### config.mk
export PLATFORM = sky130hd
export DESIGN_NAME = m_mem_arbiter
export DESIGN_NICKNAME = d
export VERILOG_FILES = /design/src/rtl/m_mem_arbiter.sv
export SDC_FILE = /design/constraint.sdc
export NUM_CORES = 1
export LEC_CHECK = 0
export BUFFER_PORTS_ARGS = -buffer_cell sky130_fd_sc_hd__buf_2
export CAP_MARGIN = 20
export CORE_MARGIN = 3
export CORE_UTILIZATION = 40
export DETAILED_ROUTE_END_ITERATION = 6
export GPL_TIMING_DRIVEN = 0
export PLACE_DENSITY = 0.87
export SLEW_MARGIN = 30
export SYNTH_ARGS = -nofsm -noshare
export SYNTH_HDL_FRONTEND = slang
export SYNTH_SLANG_ARGS = --single-unit
### constraint.sdc
create_clock -name w_clk -period 2.8 [get_ports w_clk]
set_input_delay 0.42 -clock w_clk [delete_from_list [all_inputs] [get_ports w_clk]]
set_output_delay 0.42 -clock w_clk [all_outputs]
set_load 0.02 [all_outputs]
### src/rtl/m_mem_arbiter.sv
// Two-port arbiter (instruction fetch / data) in front of one synchronous-read 2048x32 memory.
// Build option: define ARB_RR_EN for round-robin contention instead of DM priority with starvation guard.
module m_mem_arbiter #(
    parameter int STARVE_MAX = 4,
    parameter int CNT_W      = 32
) (
    input  logic             w_clk,
    input  logic             w_rst,
    input  logic             w_if_req,
    input  logic [10:0]      w_if_addr,
    output logic             w_if_gnt,
    output logic             r_if_vld,
    output logic [31:0]      w_if_data,
    input  logic             w_dm_req,
    input  logic             w_dm_we,
    input  logic [10:0]      w_dm_addr,
    input  logic [31:0]      w_dm_wdata,
    output logic             w_dm_gnt,
    output logic             r_dm_vld,
    output logic [31:0]      w_dm_rdata,
    output logic [10:0]      w_mem_addr,
    output logic             w_mem_we,
    output logic [31:0]      w_mem_din,
    input  logic [31:0]      w_mem_dout,
    output logic [CNT_W-1:0] r_if_stall_cnt
);

    typedef enum logic [1:0] {
        OWN_NONE = 2'd0,
        OWN_IF   = 2'd1,
        OWN_DM   = 2'd2
    } owner_t;

    owner_t r_owner;
    owner_t w_owner_nxt;
    logic   w_if_stall;

`ifdef ARB_RR_EN
    localparam logic LAST_IF = 1'b0;
    localparam logic LAST_DM = 1'b1;
    logic r_last;
`else
    localparam logic [3:0] STARVE_LIM = 4'(STARVE_MAX);
    logic [3:0] r_starve;
`endif

    // Grant decision: single requester wins outright, contention resolved by policy.
    always_comb begin
        w_if_gnt = 1'b0;
        w_dm_gnt = 1'b0;
        if (w_rst) begin
            w_if_gnt = 1'b0;
            w_dm_gnt = 1'b0;
        end else if (w_if_req && w_dm_req) begin
`ifdef ARB_RR_EN
            if (r_last == LAST_DM) begin
                w_if_gnt = 1'b1;
            end else begin
                w_dm_gnt = 1'b1;
            end
`else
            if (r_starve == STARVE_LIM) begin
                w_if_gnt = 1'b1;
            end else begin
                w_dm_gnt = 1'b1;
            end
`endif
        end else begin
            w_if_gnt = w_if_req;
            w_dm_gnt = w_dm_req;
        end
    end

    // Memory mux and next read owner.
    always_comb begin
        w_owner_nxt = OWN_NONE;
        if (w_if_gnt) begin
            w_mem_addr  = w_if_addr;
            w_owner_nxt = OWN_IF;
        end else if (w_dm_gnt) begin
            w_mem_addr  = w_dm_addr;
            w_owner_nxt = w_dm_we ? OWN_NONE : OWN_DM;
        end else begin
            w_mem_addr  = 11'd0;
            w_owner_nxt = OWN_NONE;
        end
    end

    assign w_mem_we   = w_dm_gnt & w_dm_we;
    assign w_mem_din  = w_dm_wdata;
    assign w_if_data  = w_mem_dout;
    assign w_dm_rdata = w_mem_dout;
    assign w_if_stall = w_if_req & ~w_if_gnt;

    // Reset in the return cycle suppresses the pending valid.
    assign r_if_vld = ~w_rst & (r_owner == OWN_IF);
    assign r_dm_vld = ~w_rst & (r_owner == OWN_DM);

    // Read-return owner tracking and saturating IF stall counter.
    always_ff @(posedge w_clk) begin
        if (w_rst) begin
            r_owner        <= OWN_NONE;
            r_if_stall_cnt <= '0;
        end else begin
            r_owner <= w_owner_nxt;
            if (w_if_stall && (r_if_stall_cnt != {CNT_W{1'b1}})) begin
                r_if_stall_cnt <= r_if_stall_cnt + CNT_W'(1);
            end
        end
    end

`ifdef ARB_RR_EN
    // Remember the most recently granted port for round-robin.
    always_ff @(posedge w_clk) begin
        if (w_rst) begin
            r_last <= LAST_IF;
        end else if (w_if_gnt) begin
            r_last <= LAST_IF;
        end else if (w_dm_gnt) begin
            r_last <= LAST_DM;
        end
    end
`else
    // Consecutive denied-IF cycles, saturating until IF is served.
    always_ff @(posedge w_clk) begin
        if (w_rst) begin
            r_starve <= 4'd0;
        end else if (!w_if_req || w_if_gnt) begin
            r_starve <= 4'd0;
        end else if (r_starve != STARVE_LIM) begin
            r_starve <= r_starve + 4'd1;
        end
    end
`endif

endmodule

* Word-level counts from Yosys, hierarchy flattened
Index checks and enable logic that the tools add are counted.
** Word-level totals
- Register bits after elaboration :: 38
- Input port bits :: 91
- Output and inout bits :: 144
- Logic and storage cells :: 35
** Cells by class
- $add $sub $neg :: 2
- Equal/unequal tests :: 5
- Muxes and demuxes :: 11
- Bitwise operators :: 7
- Reductions and logical operators :: 6
** Operator list (count)
- 32-bit by 1-bit adder with 32-bit output (second input constant) :: 1
- 32-bit inequality test (second input constant) :: 1
- 11-bit two-way mux :: 2
- 1-bit two-way mux :: 8
- 4-bit by 1-bit adder with 4-bit output (second input constant) :: 1
- 1-bit AND :: 4
- 4-bit by 3-bit equality test with 1-bit output (second input constant) :: 1
- 4-bit by 3-bit inequality test with 1-bit output (second input constant) :: 1
- 1-bit NOT :: 3
- 3-bit OR reduction :: 1
- 2-bit by 1-bit equality test with 1-bit output (second input constant) :: 1
- 2-bit equality test (second input constant) :: 1
- 1-bit logical AND :: 2
- 2-bit two-way mux :: 1
- 2-bit OR reduction :: 1
- 1-bit logical NOT :: 1
- 1-bit logical OR :: 1

* Longest topological paths before layout
Gate-level depths: netlist of the first run.
- Word-level depth :: 7
- Mapped depth :: 9
- Mapped depth without buffers :: 7

* Least setup slack after synthesis of the first run
OpenSTA, ideal clock, no wires.
- Path type :: register to output
- Start point :: reg r_starve[0]
- End point :: out w_mem_addr[3]
- Arrival :: 1948 ps
- Required time :: 2380 ps
- Slack :: 432 ps
- Cell stages (with the launch flop) :: 7
- Path buffers :: 1
- Path through :: dfxtp_1 -> inv_1 -> ha_1 -> nor2b_1 -> a311oi_1 -> clkbuf_1 -> a22o_1
** On the way
- Longest elaborated chain between the ends :: 6
- Elaborated cells on any way between the ends :: 9
- Classes of those cells :: eq/ne: 1; mux: 8
** RTL lines
- from (decl) :: line 44 : logic [3:0] r_starve;
- from (signal assigned) :: line 131 : r_starve <= r_starve + 4'd1;
- 4-bit by 3-bit equality test with 1-bit output :: line 62 : if (r_starve == STARVE_LIM) begin
- 1-bit two-way mux :: line 62
- 1-bit two-way mux :: line 54 : end else if (w_if_req && w_dm_req) begin
- 1-bit two-way mux :: line 51 : if (w_rst) begin
- named net w_dm_gnt :: line 18 : output logic w_dm_gnt,
- 11-bit two-way mux :: line 80 : end else if (w_dm_gnt) begin
- 11-bit two-way mux :: line 77 : if (w_if_gnt) begin
- to (decl) :: line 21 : output logic [10:0] w_mem_addr,
The timed path passes the listed nets, and every way through them passes these cells.

* Worst setup path after layout of the first run
- Start point :: reg r_starve[0]
- End point :: out w_mem_addr[4]
** On the way
- Longest elaborated chain between the ends :: 6
- Elaborated cells on any way between the ends :: 9
- Classes of those cells :: eq/ne: 1; mux: 8
** RTL lines (line)
- 4-bit by 3-bit equality test with 1-bit output (*) :: 62
- 1-bit two-way mux :: 62
- 1-bit two-way mux :: 54
- 1-bit two-way mux :: 51
- 11-bit two-way mux :: 80
- 11-bit two-way mux (*) :: 77
Mark *: on every way between the ends. The rest lies on a longest branch, timed or not.

==> results.sh, run 1 <==
export IMPL_outcome="finished, final reports clean"
export IMPL_syn_area_per_cell_um2=8.31
export IMPL_die_area_mm2=0.00826
export IMPL_reg2reg_to="r_if_stall_cnt[11]$_SDFFE_PP0P_"
export IMPL_rows=30
export IMPL_core_mm2=0.00691
export IMPL_cts_tree="done"
export IMPL_period_needed_ns=2.62
export IMPL_grt_pass1_vias=3225
export IMPL_maxSlewViolCount=0
export IMPL_synthTopCellsByArea="dfxtp_1 26%, buf_4 25%, a22o_1 3.3%, a21oi_1 3.3%, or4_1 2.6%"
export IMPL_yosysSeqAreaShare_pct=26.4
export IMPL_wire_per_inst_um=14.2
export IMPL_r2r_setup_slack_ns=0.27
export IMPL_drtAntennaViolNets=0
export IMPL_worstSetupStartpointType="flop"
export IMPL_post_place_ws_ns=0.0449
export IMPL_drv_cap=0
export IMPL_die_w_um=90.9
export IMPL_crit_type="reg -> out"
export IMPL_syn_nets=441
export IMPL_clock_skew_ns=0.00572
export IMPL_clk_path_buf_depth=2
export IMPL_worst_pin_slew_ns=0.927
export IMPL_path_clk_slew_ns=0.08
export IMPL_yosysUniqueCellTypes=45
export IMPL_synthArstFlopShare_pct=0
export IMPL_ys_warn_count=0
export IMPL_required_ns=2.38
export IMPL_first_pass_iters=5
export IMPL_gr_total_overflow=0
export IMPL_setup_tns_ns=0
export IMPL_whs_endpoint="r_owner[1]$_SDFF_PP0_"
export IMPL_post_cts_setup_buffer_count=0
export IMPL_io_pins=235
export IMPL_viasPerCell=5.22
export IMPL_min_from="w_dm_we"
export IMPL_stdcell_area_mm2=0.00398
export IMPL_p_leak_uw=0.00196
export IMPL_final_nets=618
export IMPL_die_h_um=90.9
export IMPL_max_freq_ghz=0.382
export IMPL_min_delay_path_depth=2
export IMPL_synth_top_area_share_pct=26.4
export IMPL_drive_above_1_share_pct=57.3
export IMPL_placed_cell_area_mm2=0.00385
export IMPL_slew_headroom_pct=37.6
export IMPL_drcViolationCount=0
export IMPL_synth_edf_count=0
export IMPL_synth_most_common_cell="buf_4"
export IMPL_fill_cells=667
export IMPL_fin_util_pct=57.6
export IMPL_clkLatencyLatePin_ns=0.29
export IMPL_ir_worst_vdd_mv=0.296
export IMPL_cts_buffers=5
export IMPL_setup_viol=0
export IMPL_r2r_start="r_starve[0]$_SDFFE_PP0P_"
export IMPL_synth_top_flop_cell="dfxtp_1"
export IMPL_routed_wl_um=8810
export IMPL_dp_hpwl_um=6960
export IMPL_final_hold_viol_count=0
export IMPL_r2r_cells=9
export IMPL_area_delta_synth_final_pct=37.9
export IMPL_start_util_pct=41.7
export IMPL_synth_cells=347
export IMPL_grt_max_degree=12
export IMPL_num_vias=3239
export IMPL_grtUsageTotal_pct=20.4
export IMPL_synth_top_cells_by_count="96 x buf_4, 38 x dfxtp_1, 19 x a21oi_1"
export IMPL_synth_top_area_cell="dfxtp_1"
export IMPL_root_buffer="clkbuf_8"
export IMPL_setup_slack_ns=0.180
export IMPL_power_density_mw_per_mm2=332
export IMPL_min_period_over_period_pct=93.6
export IMPL_rsz0062_at_grt="no"
export IMPL_cp_arrival_ns=2.20
export IMPL_io_buffers=170
export IMPL_gp_congestion=0.841
export IMPL_hold_class="in -> reg"
export IMPL_ys_ff_latch=38
export IMPL_crit_fanout=10
export IMPL_diodes=0
export IMPL_htree_levels=2
export IMPL_cts_num_sinks=38
export IMPL_grt_pass1_wl_um=14400
export IMPL_crit_path_end_kind="primary output"
export IMPL_dr_first_iter_drc_count=197
export IMPL_netlist_area_mm2=0.00288
export IMPL_antenna_found_initial=0
-- cell families (layout without fill, tap and decap cells) --
kind of cell | Yosys count | after routing | synth area share, %
AO/OA/AOI/OAI | 68 | 68 | 16.8
multiplexers | 5 | 5 | 2.30
flip-flops | 38 | 38 | 26.4
XOR/XNOR | 1 | 1 | 0.304
buffers and inverters | 119 | 297 | 29.1
adder cells (fa/ha/maj) | 3 | 3 | 1.30
AND/OR/NAND/NOR | 113 | 113 | 23.8
-- through the flow --
step           hold slack (ns)  cells  total power (uW)
3_3_place_gp             0.434    613               933
5_1_grt                  0.295    621              1370
4_1_cts                  0.286    621              1320
6_report                 0.284    621              1320
2_1_floorplan            0.430    347               828
3_5_place_dp             0.466    613               940
-- report_power, final --
part	switching [uW]	leakage (uW)	internal, uW	total [uW]
clock network	194	0.0000482	199	393
registers	5.37	0.000307	545	550
logic	201	0.00161	178	379
-- flip-flops by register name, summed over array words and instances, names as in the netlist --
register and cells:
r_if_stall_cnt 32, r_starve 4, r_owner 2
-- per-layer routing --
metal  up-vias  wire length (um)  global-route usage [%]
li1       1526                 -                       -
met1      1482              3140                    22.2
met2       215              4560                    37.6
met3        16               965                    5.50
met4         0               138                    7.54
met5         -                 0                       0
-- how the worst max path moves through the flow --
| stage | to | slack (ns) | startpoint | depth (start not counted) |
|---|---|---|---|---|
| detailed placement | r_if_stall_cnt[23]$_SDFFE_PP0P_ | 0.04 | r_starve[0]$_SDFFE_PP0P_ | 9 |
| CTS | r_if_stall_cnt[23]$_SDFFE_PP0P_ | 0.008 | r_starve[0]$_SDFFE_PP0P_ | 9 |
| global route | w_mem_addr[4] | 0.02 | r_starve[0]$_SDFFE_PP0P_ | 7 |
| floorplan | w_mem_addr[3] | 0.43 | r_starve[0]$_SDFFE_PP0P_ | 6 |
| finish | w_mem_addr[4] | 0.18 | r_starve[0]$_SDFFE_PP0P_ | 7 |
| global placement | r_if_stall_cnt[29]$_SDFFE_PP0P_ | 0.09 | r_starve[0]$_SDFFE_PP0P_ | 8 |
-- final cells by class --
type	instances	area, um^2	share of cell area [%]
flip-flops and latches	38	761	19.1
inverters	8	30.0	0.755
clock inverters	1	5.00	0.126
repair buffers	170	851	21.4
clock buffers	7	86.3	2.17
well taps	96	120	3.02
plain buffers	111	811	20.4
multi-input cells	190	1310	33.0
-- worst max-delay path, cell delays in order, from the launching register on --
cell      delay, ns
dfxtp_1        0.39
inv_1          0.06
ha_1           0.20
nor2b_2        0.19
a311oi_2       0.44
clkbuf_2       0.29
a22o_1         0.16
buf_2          0.16
-- layout by cell type, fill, tap and decap left out, types with 6 or more instances in the layout --
cell type  count
buf_2        171
buf_4         96
dfxtp_1       38
a21oi_1       19
nand2_1       15
nand3_1       13
nor2_1        13
a22o_1        11
or4_1         10
or3_1         10
nand4_1        9
o21ai_1        9
inv_1          8
clkbuf_1       8
nor4_1         7
o31ai_1        7
or2_2          6
clkbuf_8       6
-- timing repair --
| item | 4_1_cts | 5_1_grt |
|---|---|---|
| resized for setup | 2 | 6 |
| endpoints found under the setup margin | 10 | 22 |
| hold buffers | 0 | 0 |
Note: power is estimated with default switching activity, not from simulation.
==> run 2: changes to the inputs <==
--- a/config.mk
+++ b/config.mk
@@ -12,7 +12,7 @@
 export DETAILED_ROUTE_END_ITERATION = 6
 export GPL_TIMING_DRIVEN = 0
 export PLACE_DENSITY = 0.87
-export SLEW_MARGIN = 30
+export SLEW_MARGIN = 10
 export SYNTH_ARGS = -nofsm -noshare
 export SYNTH_HDL_FRONTEND = slang
 export SYNTH_SLANG_ARGS = --single-unit
==> constraint.sdc (replaced) <==
create_clock -name w_clk -period 3 [get_ports w_clk]
set_input_delay 0.45 -clock w_clk [delete_from_list [all_inputs] [get_ports w_clk]]
set_output_delay 0.45 -clock w_clk [all_outputs]
set_load 0.02 [all_outputs]
==> run 2 against run 1 <==
Effect of this change: register-to-register slack gained 0.10 ns; sequential power down 6.5%; sequential cell count is the same; worst hold slack better by 0.035 ns; cell count unchanged; first-iteration DRC count shrank 5.1%; cell area is 0.38% lower; global-route usage is the same; wire length fell by 1.4%; sequential share of layout area up 0.072 points; combinational power shrank 7.1%; utilization fell by 0.22 points; critical path type unchanged; critical endpoint unchanged; highest routed layer unchanged.
==> results.sh, run 2 (same netlist as run 1, synthesis figures left out) <==
export IMPL_outcome="finished, final reports clean"
export IMPL_cts_tree="done"
export IMPL_cp_arrival_ns=2.27
export IMPL_cp_num_buf_inv=3
export IMPL_worst_hold_slack_ns=0.319
export IMPL_required_ns=2.55
export IMPL_finalPower_uw=1230
export IMPL_area_delta_synth_final_pct=37.4
export IMPL_largest_reg_flops=32
export IMPL_min_period_over_period_pct=90.6
export IMPL_grt_pass1_vias=3225
export IMPL_cp_slowest_cell="a311oi_2"
export IMPL_maxSlewViolCount=0
export IMPL_die_h_um=90.9
export IMPL_wl_met2_um=4460
export IMPL_ir_worst_vdd_mv=0.266
export IMPL_setup_tns_ns=0
export IMPL_routed_wl_um=8690
export IMPL_htree_levels=2
export IMPL_switching_power_uw=369
export IMPL_num_vias=3231
export IMPL_clkPwrFrac_pct=29.6
export IMPL_rows=30
export IMPL_pwr_share_comb_pct=28.6
export IMPL_r2r_cells=9
export IMPL_crit_fanout=10
export IMPL_place_inst=613
export IMPL_viasPerCell=5.20
export IMPL_clock_skew_ns=0.00638
export IMPL_r2r_setup_slack_ns=0.37
export IMPL_final_nets=618
export IMPL_dr_max_layer_used="met4"
export IMPL_dr_first_iter_drc_count=187
export IMPL_worstSetupStartpointType="flop"
export IMPL_final_cells=621
export IMPL_die_w_um=90.9
export IMPL_period_needed_ns=2.72
export IMPL_critPathMaxStageDelay_ns=0.43
export IMPL_hold_class="in -> reg"
export IMPL_gr_total_overflow=0
export IMPL_seq_power_share_pct=41.8
export IMPL_dr_wl_met3_um=996
export IMPL_clk_path_buf_depth=2
export IMPL_top_register="r_if_stall_cnt"
export IMPL_p_leak_uw=0.00196
export IMPL_antenna_found_initial=0
export IMPL_layout_common_cells="171 x buf_2, 96 x buf_4, 38 x dfxtp_1"
export IMPL_top_regs="r_if_stall_cnt: 32 flops, r_starve: 4 flops, r_owner: 2 flops"
export IMPL_clkLatencyLatePin_ns=0.29
export IMPL_start_util_pct=41.7
export IMPL_wire_per_inst_um=14.0
export IMPL_slew_headroom_pct=35.5
export IMPL_dp_hpwl_um=6960
export IMPL_gp_congestion=0.841
export IMPL_fin_util_pct=57.4
export IMPL_first_pass_iters=4
export IMPL_root_buffer="clkbuf_8"
export IMPL_grt_pass1_wl_um=14400
export IMPL_final_common_cell="buf_2"
export IMPL_power_density_mw_per_mm2=310
export IMPL_core_mm2=0.00691
export IMPL_io_pins=235
export IMPL_drtAntennaViolNets=0
export IMPL_crit_path_end_kind="primary output"
export IMPL_intPower_uw=860
export IMPL_diodes=0
export IMPL_grtUsageTotal_pct=20.4
export IMPL_drcViolationCount=0
export IMPL_drive_above_1_share_pct=57.0
export IMPL_io_buffers=170
export IMPL_worst_pin_slew_ns=0.959
export IMPL_crit_type="reg -> out"
export IMPL_min_delay_path_depth=2
export IMPL_cp_depth=7
export IMPL_grt_max_degree=12
export IMPL_switching_share_pct=30.1
export IMPL_drv_cap=0
export IMPL_final_hold_viol_count=0
export IMPL_setup_viol=0
export IMPL_path_clk_slew_ns=0.07
export IMPL_cpLargestDelayFamily="compound AO/OA/AOI/OAI gates"
export IMPL_cts_num_sinks=38
export IMPL_die_area_mm2=0.00826
export IMPL_crit_chain="inv_1, ha_1, nor2b_2, a311oi_2, clkbuf_1, a22o_1, buf_2"
export IMPL_cts_buffers=5
export IMPL_max_freq_ghz=0.368
export IMPL_rsz0062_at_grt="no"
export IMPL_wl_met1_um=3080
run 2: changes by cell type in the layout (fill, tap and decap cells not counted):
cell      previous run  this run
clkbuf_1             8         9
a31oi_4              1         0
a31oi_2              0         1
clkbuf_2             2         1
nor3b_2              1         0
nor3b_1              3         4
run 2: worst paths after layout:
kind	end	from
hold / removal	r_owner[1]$_SDFF_PP0_	w_dm_we
setup reg to reg	r_if_stall_cnt[23]$_SDFFE_PP0P_	r_starve[0]$_SDFFE_PP0P_
setup / recovery	w_mem_addr[4]	r_starve[0]$_SDFFE_PP0P_
hold reg to reg	r_starve[0]$_SDFFE_PP0P_	r_starve[0]$_SDFFE_PP0P_
run 2: layout make-up:
type                            count  area [um^2]
Multi-Input combinational cell    190         1300
Clock buffer                        7         86.3
Clock inverter                      1         5.00
Sequential cell                    38          761
Timing Repair Buffer              170          851
Buffer                            111          810
Tap cell                           96          120
Inverter                            8         30.0
Fill cell                         676         2950
run 2: stage by stage:
step	instance area (um^2)	setup WS (ns)
floorplan	2880	0.602
global placement	3850	0.294
detailed placement	3850	0.245
CTS	3950	0.109
global route	3960	0.0643
finish	3960	0.283
run 2: repair_timing:
action / CTS / global route
buffers inserted: 0 / 0
resized for setup: 0 / 5
setup endpoints to repair: 0 / 17
hold buffers: 0 / 0
run 2: worst reg2reg max path: cells and delay by family, from the launching register on:
family          cells  cell delay [ns]
simple gates        2             0.36
flops               1             0.38
buf+inv             3             0.70
fa+ha+maj           1             0.20
compound gates      3             0.88
run 2: metal layers:
metal | vias up | GRT usage (%)
met5 | - | 0
met1 | 1463 | 22.2
li1 | 1528 | -
met2 | 222 | 37.6
met4 | 0 | 7.54
met3 | 18 | 5.50
run 2: power by group through the flow:
stage               Sequential, uW  Combinational, uW  Clock, uW
floorplan                      527                246          0
global placement               525                346          0
detailed placement             526                352          0
CTS                            514                353        368
global route                   515                377        389
finish                         514                352        364
==> run 3: changes to the inputs <==
--- a/config.mk
+++ b/config.mk
@@ -12,6 +12,7 @@
 export DETAILED_ROUTE_END_ITERATION = 6
 export GPL_TIMING_DRIVEN = 0
 export PLACE_DENSITY = 0.87
+export REMOVE_ABC_BUFFERS = 1
 export SLEW_MARGIN = 10
 export SYNTH_ARGS = -nofsm -noshare
 export SYNTH_HDL_FRONTEND = slang
==> run 3 against run 2 <==
Effect of this change: global-route usage up 11 points; die area is the same; via count down 21%; utilization fell by 18 points; sequential power hardly changed; critical path type is now in -> reg.
==> results.sh, run 3 (same netlist as run 1, synthesis figures left out) <==
export IMPL_grtUsageTotal_pct=31.6
export IMPL_path_clk_slew_ns=0.08
export IMPL_layout_common_cells="73 x buf_2, 38 x dfxtp_1, 19 x a21oi_1"
export IMPL_cts_tree="done"
export IMPL_grt_pass1_wl_um=18100
export IMPL_crit_path_end_kind="flop"
export IMPL_final_hold_viol_count=0
export IMPL_postCtsHoldBufs=0
export IMPL_setup_slack_ns=0.185
export IMPL_area_delta_synth_final_pct=-5.64
export IMPL_largest_reg_flops=32
export IMPL_drtAntennaViolNets=0
export IMPL_worst_pin_slew_ns=0.969
export IMPL_max_freq_ghz=0.355
export IMPL_gp_congestion=0.946
export IMPL_core_mm2=0.00691
export IMPL_cp_arrival_ns=3.00
export IMPL_ir_worst_vdd_mv=0.186
export IMPL_required_ns=3.19
export IMPL_diodes=0
export IMPL_final_common_cell="buf_2"
export IMPL_htree_levels=2
export IMPL_start_util_pct=41.7
export IMPL_dp_hpwl_um=11600
export IMPL_root_buffer="clkbuf_8"
export IMPL_drcViolationCount=0
export IMPL_period_needed_ns=2.81
export IMPL_drv_cap=0
export IMPL_outcome="finished, final reports clean"
export IMPL_setup_viol=0
export IMPL_placed_cell_area_mm2=0.00258
export IMPL_stdcell_area_mm2=0.00272
export IMPL_cts_num_sinks=38
export IMPL_min_period_over_period_pct=93.8
export IMPL_dr_first_iter_drc_count=129
export IMPL_cts_buffers=5
export IMPL_wire_per_inst_um=32.6
export IMPL_gr_total_overflow=0
export IMPL_antenna_found_initial=0
export IMPL_top_regs="r_if_stall_cnt: 32 flops, r_starve: 4 flops, r_owner: 2 flops"
export IMPL_maxSlewViolCount=0
export IMPL_first_pass_iters=4
export IMPL_viasPerCell=6.16
export IMPL_crit_type="in -> reg"
export IMPL_rows=30
export IMPL_clk_path_buf_depth=2
export IMPL_fill_cells=736
export IMPL_hold_class="in -> reg"
export IMPL_final_nets=412
export IMPL_slew_headroom_pct=34.8
export IMPL_post_place_ws_ns=-0.928
export IMPL_top_register="r_if_stall_cnt"
export IMPL_die_h_um=90.9
export IMPL_clock_skew_ns=0.0173
export IMPL_worstSetupStartpointType="input pin"
export IMPL_rsz0062_at_grt="no"
export IMPL_clkLatencyLatePin_ns=0.30
export IMPL_drive_above_1_share_pct=32.4
export IMPL_die_w_um=90.9
export IMPL_num_vias=2552
export IMPL_io_buffers=74
export IMPL_routed_wl_um=13500
export IMPL_p_leak_uw=0.00109
export IMPL_io_pins=235
export IMPL_grt_max_degree=41
export IMPL_grt_pass1_vias=2330
export IMPL_die_area_mm2=0.00826
export IMPL_power_density_mw_per_mm2=392
export IMPL_crit_fanout=40
[run 3: repair_timing]
item / in CTS / in global routing
endpoints found under the setup margin: 30 / 11
setup buffers: 0 / 0
gates resized for setup: 4 / 1
[run 3: layout make-up]
cell class	count	area [um^2]	share of cell area (%)
clock buffers	6	82.6	3.04
clock inverters	1	30.0	1.10
inverters	8	30.0	1.10
multi-input cells	190	1310	48.3
flip-flops and latches	38	761	28.0
well taps	96	120	4.42
repair buffers	75	384	14.1
[run 3: metal layers]
layer,wire length (um),global-route usage (%)
met1,3250,22.2
met2,5590,46.0
met3,3250,33.9
met4,1350,26.5
met5,69,7.69
[run 3: final timing paths]
kind	slack, ns	endpoint	cells after the start	startpoint
min reg2reg	0.47	r_starve[0]$_SDFFE_PP0P_	1	r_starve[0]$_SDFFE_PP0P_
min	0.34	r_owner[1]$_SDFF_PP0_	2	w_dm_we
max	0.19	r_if_stall_cnt[29]$_SDFFE_PP0P_	6	w_rst
max reg2reg	0.23	r_if_stall_cnt[16]$_SDFFE_PP0P_	6	r_if_stall_cnt[14]$_SDFFE_PP0P_
[run 3: where the power goes]
| group | switching (uW) | leakage [uW] | internal [uW] | total [uW] |
|---|---|---|---|---|
| Clock | 184 | 0.0000573 | 266 | 450 |
| Sequential | 4.21 | 0.000307 | 508 | 513 |
| Combinational | 62.1 | 0.000731 | 40.9 | 103 |
| Total | 251 | 0.00109 | 816 | 1070 |
[run 3: per-stage QoR]
stage | total power (uW) | TNS [ns] | hold WS (ns) | cells | utilization, %
2_1_floorplan | 577 | 0 | 0.430 | 236 | -
3_3_place_gp | 621 | -11.37 | 0.442 | 406 | 37.1
3_5_place_dp | 625 | -14.13 | 0.452 | 407 | 37.4
4_1_cts | 1070 | 0 | 0.331 | 414 | 39.3
5_1_grt | 1100 | 0 | 0.342 | 414 | 39.4
6_report | 1070 | 0 | 0.336 | 414 | 39.4
[run 3: critical path, stage by stage]
cell     delay (ns)
buf_4          0.37
inv_1          0.36
a31oi_2        0.54
nand3_2        0.48
nor4_1         0.45
mux2_4         0.33
